<file path="src/rtl/dual_input_debouncer.sv">
// Two independent raw-input conditioning channels. Each channel synchronizes its input,
// qualifies every level change with a counter, and emits the clean level plus edge pulses.

module debounce_channel #(
    parameter int SYNC_STAGES     = 2,
    parameter int DEBOUNCE_CYCLES = 16,
    parameter int CNT_W           = 5
) (
    input  logic clk,
    input  logic reset_n,
    input  logic raw,
    output logic level,
    output logic rise,
    output logic fall
);
    typedef enum logic [1:0] {STABLE_LO, CHK_HI, STABLE_HI, CHK_LO} state_t;

    localparam logic [CNT_W-1:0] CNT_LAST = CNT_W'(DEBOUNCE_CYCLES - 1);
    localparam logic [CNT_W-1:0] CNT_ONE  = CNT_W'(1);

    logic [SYNC_STAGES-1:0] sync_q;
    logic                   s;
    state_t                 state_q, state_d;
    logic [CNT_W-1:0]       cnt_q, cnt_d;
    logic                   level_d, rise_d, fall_d;

    assign s = sync_q[SYNC_STAGES-1];

    always_ff @(posedge clk or negedge reset_n) begin
        if (!reset_n) begin
            sync_q  <= '0;
            state_q <= STABLE_LO;
            cnt_q   <= '0;
            level   <= 1'b0;
            rise    <= 1'b0;
            fall    <= 1'b0;
        end else begin
            sync_q  <= {sync_q[SYNC_STAGES-2:0], raw};
            state_q <= state_d;
            cnt_q   <= cnt_d;
            level   <= level_d;
            rise    <= rise_d;
            fall    <= fall_d;
        end
    end

    // A return of s to the stable level during a check abandons it; the count restarts from zero.
    always_comb begin
        state_d = state_q;
        cnt_d   = cnt_q;
        level_d = level;
        rise_d  = 1'b0;
        fall_d  = 1'b0;
        case (state_q)
            STABLE_LO: begin
                if (s) begin
                    if (DEBOUNCE_CYCLES == 1) begin
                        state_d = STABLE_HI;
                        level_d = 1'b1;
                        rise_d  = 1'b1;
                    end else begin
                        state_d = CHK_HI;
                        cnt_d   = CNT_ONE;
                    end
                end
            end
            CHK_HI: begin
                if (!s) begin
                    state_d = STABLE_LO;
                    cnt_d   = '0;
                end else if (cnt_q == CNT_LAST) begin
                    state_d = STABLE_HI;
                    cnt_d   = '0;
                    level_d = 1'b1;
                    rise_d  = 1'b1;
                end else begin
                    cnt_d = cnt_q + CNT_ONE;
                end
            end
            STABLE_HI: begin
                if (!s) begin
                    if (DEBOUNCE_CYCLES == 1) begin
                        state_d = STABLE_LO;
                        level_d = 1'b0;
                        fall_d  = 1'b1;
                    end else begin
                        state_d = CHK_LO;
                        cnt_d   = CNT_ONE;
                    end
                end
            end
            CHK_LO: begin
                if (s) begin
                    state_d = STABLE_HI;
                    cnt_d   = '0;
                end else if (cnt_q == CNT_LAST) begin
                    state_d = STABLE_LO;
                    cnt_d   = '0;
                    level_d = 1'b0;
                    fall_d  = 1'b1;
                end else begin
                    cnt_d = cnt_q + CNT_ONE;
                end
            end
            default: begin
                state_d = STABLE_LO;
                cnt_d   = '0;
            end
        endcase
    end
endmodule

module dual_input_debouncer #(
    parameter int SYNC_STAGES     = 2,
    parameter int DEBOUNCE_CYCLES = 16,
    parameter int CNT_W           = 5
) (
    input  logic clk,
    input  logic reset_n,
    input  logic a_raw,
    input  logic b_raw,
    output logic a_out,
    output logic b_out,
    output logic a_rise,
    output logic a_fall,
    output logic b_rise,
    output logic b_fall
);
    debounce_channel #(
        .SYNC_STAGES(SYNC_STAGES), .DEBOUNCE_CYCLES(DEBOUNCE_CYCLES), .CNT_W(CNT_W)
    ) u_ch_a (
        .clk(clk), .reset_n(reset_n), .raw(a_raw),
        .level(a_out), .rise(a_rise), .fall(a_fall)
    );

    debounce_channel #(
        .SYNC_STAGES(SYNC_STAGES), .DEBOUNCE_CYCLES(DEBOUNCE_CYCLES), .CNT_W(CNT_W)
    ) u_ch_b (
        .clk(clk), .reset_n(reset_n), .raw(b_raw),
        .level(b_out), .rise(b_rise), .fall(b_fall)
    );
endmodule

</file>
<file path="config.mk">
export PLATFORM = sky130hd
export DESIGN_NAME = dual_input_debouncer
export DESIGN_NICKNAME = d
export VERILOG_FILES = /design/src/rtl/dual_input_debouncer.sv
export SDC_FILE = /design/constraint.sdc
export NUM_CORES = 1
export LEC_CHECK = 0
export CAP_MARGIN = 20
export CORE_UTILIZATION = 55
export CTS_CLUSTER_SIZE = 10
export DETAILED_ROUTE_END_ITERATION = 8
export DONT_BUFFER_PORTS = 1
export GPL_ROUTABILITY_DRIVEN = 0
export PLACE_DENSITY_LB_ADDON = 0.05
export SETUP_SLACK_MARGIN = 0.2
export SLEW_MARGIN = 10
export SYNTH_ARGS = -nofsm -noshare
export SYNTH_HDL_FRONTEND = slang
export SYNTH_SLANG_ARGS = --single-unit
</file>
<file path="constraint.sdc">
create_clock -name clk -period 2.16 [get_ports clk]
set_clock_uncertainty 0.15 [all_clocks]
set_input_delay 0.216 -clock clk [delete_from_list [all_inputs] [get_ports clk]]
set_output_delay 0.216 -clock clk [all_outputs]
set_load 0.1 [all_outputs]
</file>
Yosys cells after proc, flatten, opt, wreduce, memory -nomap -nowiden:

Index checks and enable logic that the tools add are counted.
W data, S select, Z words.

* input port bits: 4
* logic and storage cells: 94
* flip-flop bits (word level): 24
* output and inout bits: 6

* mux-type cells: 46
* $add $sub $neg: 2
* eq/ne operators: 24
* reductions and logical operators: 10

Operator list (count)
* $mux W5: 10
* $pmux W5 S4: 2
* $mux W2: 12
* $mux W1: 18
* $ne A2 B1 Y1 const B: 8
* $pmux W2 S4: 2
* $add A5 B1 Y5 const B: 2
* $eq A5 B4 Y1 const B: 2
* $reduce_and A5 Y1: 2
* $eq A2 B2 Y1 const B: 4
* $ne A2 B2 Y1 const B: 4
* $reduce_and A4 Y1: 2
* $ne A3 B1 Y1 const B: 2
* $ne A3 B3 Y1 const B: 2
* $eq A2 B1 Y1 const B: 2
* $logic_not A2 Y1: 2
* $pmux W1 S2: 2
* $reduce_and A2 Y1: 2
* $reduce_bool A2 Y1: 2

Depth between registers and ports, before layout:

* depth after elaboration: 4
* depth in mapped cells: 4
* gate-level depth less buffers: 4

Hierarchy:

Synthesis repeated with hierarchy kept, for this count alone.

* cells, all modules: 92
* area total of the unflattened synthesis: 1043.5 µm²

By module, submodules not included
* debounce_channel: area an instance 521.8 µm², seq. area each 300.3 µm², times used 2, cells each 46

Worst setup path after synthesis:

Ideal clock, no wire load.

* kind: flip-flop to flip-flop
* start point: register u_ch_a.cnt_q[0]
* end point: register (tool-made name)
* data required time: 1.885 ns
* data arrival time: 1.332 ns
* clock period less this slack: 1.607 ns
* buffers on the path: 0
* setup slack: 0.553 ns
* stages on the path, launching flop included: 5
* library setup time: 0.125 ns
* cell sequence: dfrtp_1 ha_1 nand3_4 or3_4 mux2_4

RTL lines
* start, declared: line 24 `logic [CNT_W-1:0] cnt_q, cnt_d;`
* start signal, assigned: line 40 `cnt_q <= cnt_d;`

==> results list <==
* Outcome: complete, no violations
- The final-report max-slew violation count came to 0.
* Power Dens Cells: 658 mW/mm2
- In this run the cell area of the synthesized design comes to 0.00104 mm2.
- After floorplanning, the core was divided into 15 placement rows.
- The design draws 787 uW.
- Hold_buf cts: 3
* Library cell used as clock root buffer: sky130_fd_sc_hd__clkbuf_4
- STA puts the critical path data arrival time at ~1800 ps.
- Counting every net in the synthesized netlist gives 94.
- Ratio of cells with drive above 1 in the final layout: 18.8%
- Summed negative setup slack over all endpoints: 0 ps
- Routed via count: 685
- Number of setup violations in the final report: 0
* Max Buffers Root-to-Sink: 2
- After global routing the overflow that remains totals 0.
* Slew margin rel.: between 60 and 70%
- TritonCTS sink count: 24
- Number of buffers added on ports: 0
- Cell type contributing the most total cell area after synthesis: sky130_fd_sc_hd__dfrtp_1
- The first global-routing pass estimated between 2000 and 3000 um of wire.
- The synthesized design devotes to its leading area cell type between 50% and 60% of total area.
- 10 I/O pins were placed.
- The number of global-route vias before repair is between 600 and 700.
* Relative area change from synthesis to final layout: 14.6%
- Reg-to-reg critical path startpoint: u_ch_a.cnt_q[0]$_DFFE_PN0P_
- Leaving out filler cells and counting taps, the final layout contains between 100 and 150.
- In the final routed layout, each cell accounts on average for ~13 um.
- 0 antenna diodes ended up in the layout.
- STA puts the critical path data required time at 2220 ps.
- First drt pass iteration count: 4
* Pin count of the biggest net entering global routing: 25
- Clock-pin slew was measured on the worst setup and hold paths at approximately 130 ps.
* Width of the chip: 45.6 um
- Fin crit share: between 70% and 80%
- Setup repair after global routing left no endpoint under its margin.
- Summed over all nets, the half-perimeter wirelength after detailed placement is 1150 um.
- Number of fill cells in the layout: approximately 140
- Number of placed cells counting well taps: approximately 120
- Number of register bits inferred by synthesis: 24
- The initial utilization of the core area, before any placement, comes to 59.8%.
- The initial antenna violation count is 0.
* Worst-path fanout max: 4
- TritonCTS built the clock tree.
- The detail route stage leaves a number of antenna-violating nets equal to 0.
- Tmin final: 1700 ps
* Kind of start point of the critical path: flop
- Clock latency on the worst-skew pair: a little over 300 ps
- Tightest Hold Check Type: in -> async
- The setup check on the worst reg-to-reg path leaves a slack of 460 ps.
- Mapped Cells: 88
- Based on the critical path, the design can be clocked at up to between 500 and 600 MHz.
- Measured in cells, the most critical reg-to-reg path has a length of 4.
- Summed over all cells, the static leakage comes to approximately 0.00055 uW.
- Die boundary height: around 46 um
* End-of-flow core utilization: slightly below 70%
- Global routing used between 20 and 25% of the available tracks across all layers.
* Count of max-cap constraint violations: 0
- Actual slew at the worst max-slew pin: approximately 490 ps
* Fraction of the yosys area taken by sequential cells: a little under three fifths
- VDD sags by at most just under 0.0007 V.
- Crit path kind: reg -> reg
- The most critical setup path has its startpoint at u_ch_a.cnt_q[0]$_DFFE_PN0P_.
* CTS-repair resized insts: 0
- Dominant cells by area after synthesis: sky130_fd_sc_hd__dfrtp_1, sky130_fd_sc_hd__nand3_1, sky130_fd_sc_hd__nand2_1
- TritonCTS buffer count: 3
- For this run, design rule violations remaining after detail routing come to 0.
* Post-Syn Area per Cell: roughly 12 um2
- Die area: 0.00208 mm2
* Initial DRC Count: 12
- Final hold violations: 0
* Distinct cells, synth: 35
- Post-CTS Repair Setup Buffers: 0
* Floorplan Core Area: between 0.0015 and 0.002 mm2
- After detailed routing, the number of vias per cell comes to around 5.4.
- The worst setup path is captured at a flop.
- For this block, the routed nets add up to around 1700 um of wire.
* NumNets Final: around 110
* H-tree Lvls: 1
- Yosys printed 0 warnings.
synth_stat cells:
master / count
sky130_fd_sc_hd__and3_2: 2
sky130_fd_sc_hd__nand4b_1: 1
sky130_fd_sc_hd__o31ai_1: 2
sky130_fd_sc_hd__nor2_1: 5
sky130_fd_sc_hd__o21ai_0: 3
sky130_fd_sc_hd__or3_4: 1
sky130_fd_sc_hd__o21a_1: 3
sky130_fd_sc_hd__a31oi_1: 1
sky130_fd_sc_hd__o32ai_1: 1
sky130_fd_sc_hd__nor4_1: 1
sky130_fd_sc_hd__a22o_1: 1
sky130_fd_sc_hd__nand3_1: 7
sky130_fd_sc_hd__xnor2_1: 1
sky130_fd_sc_hd__inv_2: 1
sky130_fd_sc_hd__a211o_1: 1
sky130_fd_sc_hd__ha_1: 2
sky130_fd_sc_hd__nand2_1: 9
sky130_fd_sc_hd__dfrtp_1: 24
sky130_fd_sc_hd__xor2_2: 1
sky130_fd_sc_hd__o41ai_1: 1
sky130_fd_sc_hd__a21oi_1: 1
sky130_fd_sc_hd__o211ai_1: 2
sky130_fd_sc_hd__buf_2: 1
sky130_fd_sc_hd__nor3b_1: 3
sky130_fd_sc_hd__and2_1: 1
sky130_fd_sc_hd__xor2_1: 3
sky130_fd_sc_hd__and3_1: 1
sky130_fd_sc_hd__inv_1: 1
sky130_fd_sc_hd__nor3_1: 1
sky130_fd_sc_hd__nand3_4: 1
sky130_fd_sc_hd__and4b_1: 1
sky130_fd_sc_hd__mux2_2: 1
sky130_fd_sc_hd__nand2b_1: 1
sky130_fd_sc_hd__o2111a_1: 1
sky130_fd_sc_hd__mux2_4: 1
flip-flops by register name (all words and copies together), names as in the netlist, named ones only:
name / cells
u_ch_a.fall: 1
u_ch_b.level: 1
u_ch_b.cnt_q: 5
u_ch_a.rise: 1
u_ch_a.state_q: 1
u_ch_a.level: 1
u_ch_b.sync_q: 2
u_ch_b.state_q: 1
u_ch_a.sync_q: 2
u_ch_b.fall: 1
u_ch_a.cnt_q: 5
u_ch_b.rise: 1
worst min-delay path by stage:
stage / from / end / slack, ps
CTS: u_ch_a.sync_q[0]$_DFF_PN0_ / u_ch_a.sync_q[1]$_DFF_PN0_ / 220
floorplan: reset_n / asynchronous set/reset pin / -230
finish: reset_n / u_ch_b.cnt_q[2]$_DFFE_PN0P_ / 130
detailed placement: reset_n / u_ch_b.cnt_q[2]$_DFFE_PN0P_ / -230
global placement: reset_n / u_ch_b.cnt_q[2]$_DFFE_PN0P_ / -230
global route: reset_n / u_ch_b.cnt_q[2]$_DFFE_PN0P_ / 150
placed cells by master, fill, tap and decap left out, types with 3 or more instances in the layout:
| cell type | instances |
|---|---|
| sky130_fd_sc_hd__buf_4 | 6 |
| sky130_fd_sc_hd__clkbuf_4 | 3 |
| sky130_fd_sc_hd__dfrtp_1 | 24 |
| sky130_fd_sc_hd__dlygate4sd3_1 | 3 |
| sky130_fd_sc_hd__nand2_1 | 9 |
| sky130_fd_sc_hd__nand3_1 | 7 |
| sky130_fd_sc_hd__nor2_1 | 5 |
| sky130_fd_sc_hd__nor3b_1 | 3 |
| sky130_fd_sc_hd__o21a_1 | 3 |
| sky130_fd_sc_hd__o21ai_0 | 3 |
| sky130_fd_sc_hd__xor2_1 | 3 |
power by group:
| part | total, uW | switching [uW] | internal [uW] |
|---|---|---|---|
| clock network | 235 | 132 | 103 |
| logic | 62.9 | 35.4 | 27.5 |
| registers | 489 | 22.0 | 467 |
| total | 787 | 189 | 598 |
per-layer routing:
layer / track usage, % / routed length (um) / vias to the layer above
li1: - / - / 347
met1: 30.3 / 878 / 327
met2: 28.0 / 738 / 7
met3: 3.57 / 27 / 4
met4: 10.9 / 37 / 0
met5: 0 / 0 / -
worst max-delay path, stage by stage (launching register included):
cell and delay, ps:
sky130_fd_sc_hd__dfrtp_1 410, sky130_fd_sc_hd__ha_1 260, sky130_fd_sc_hd__nand3_4 100, sky130_fd_sc_hd__or3_4 370, sky130_fd_sc_hd__mux2_4 300
cells by family (layout without fill, tap and decap cells):
kind of cell               count (synthesis)  in the layout  synth area share (%)
xor gates and xnor gates                   5              5                  4.92
buffers and inverters                      3             16                  1.20
muxes                                      2              2                  2.52
adders and majority gates                  2              2                  2.40
and+or+nand+nor                           35             35                  19.4
DFF                                       24             24                  57.6
AOI/OAI and AO/OA                         17             17                  12.0
per-stage QoR:
step / cell area [um2] / setup slack, ps / hold WS, ps
global placement: 1110 / 514 / -229
floorplan: 1040 / 553 / -230
finish: 1200 / 462 / 131
global route: 1200 / 378 / 149
CTS: 1180 / 460 / 220
detailed placement: 1110 / 475 / -229
layout make-up:
type / count / area [um2] / area share (%)
Tap cell: 25 / 31.3 / 2.62
Timing Repair Buffer: 10 / 90.1 / 7.53
Sequential cell: 24 / 601 / 50.2
Clock buffer: 4 / 36.3 / 3.03
Multi-Input combinational cell: 61 / 430 / 36.0
Inverter: 2 / 7.51 / 0.628
Power figures use the tool's default switching activity.
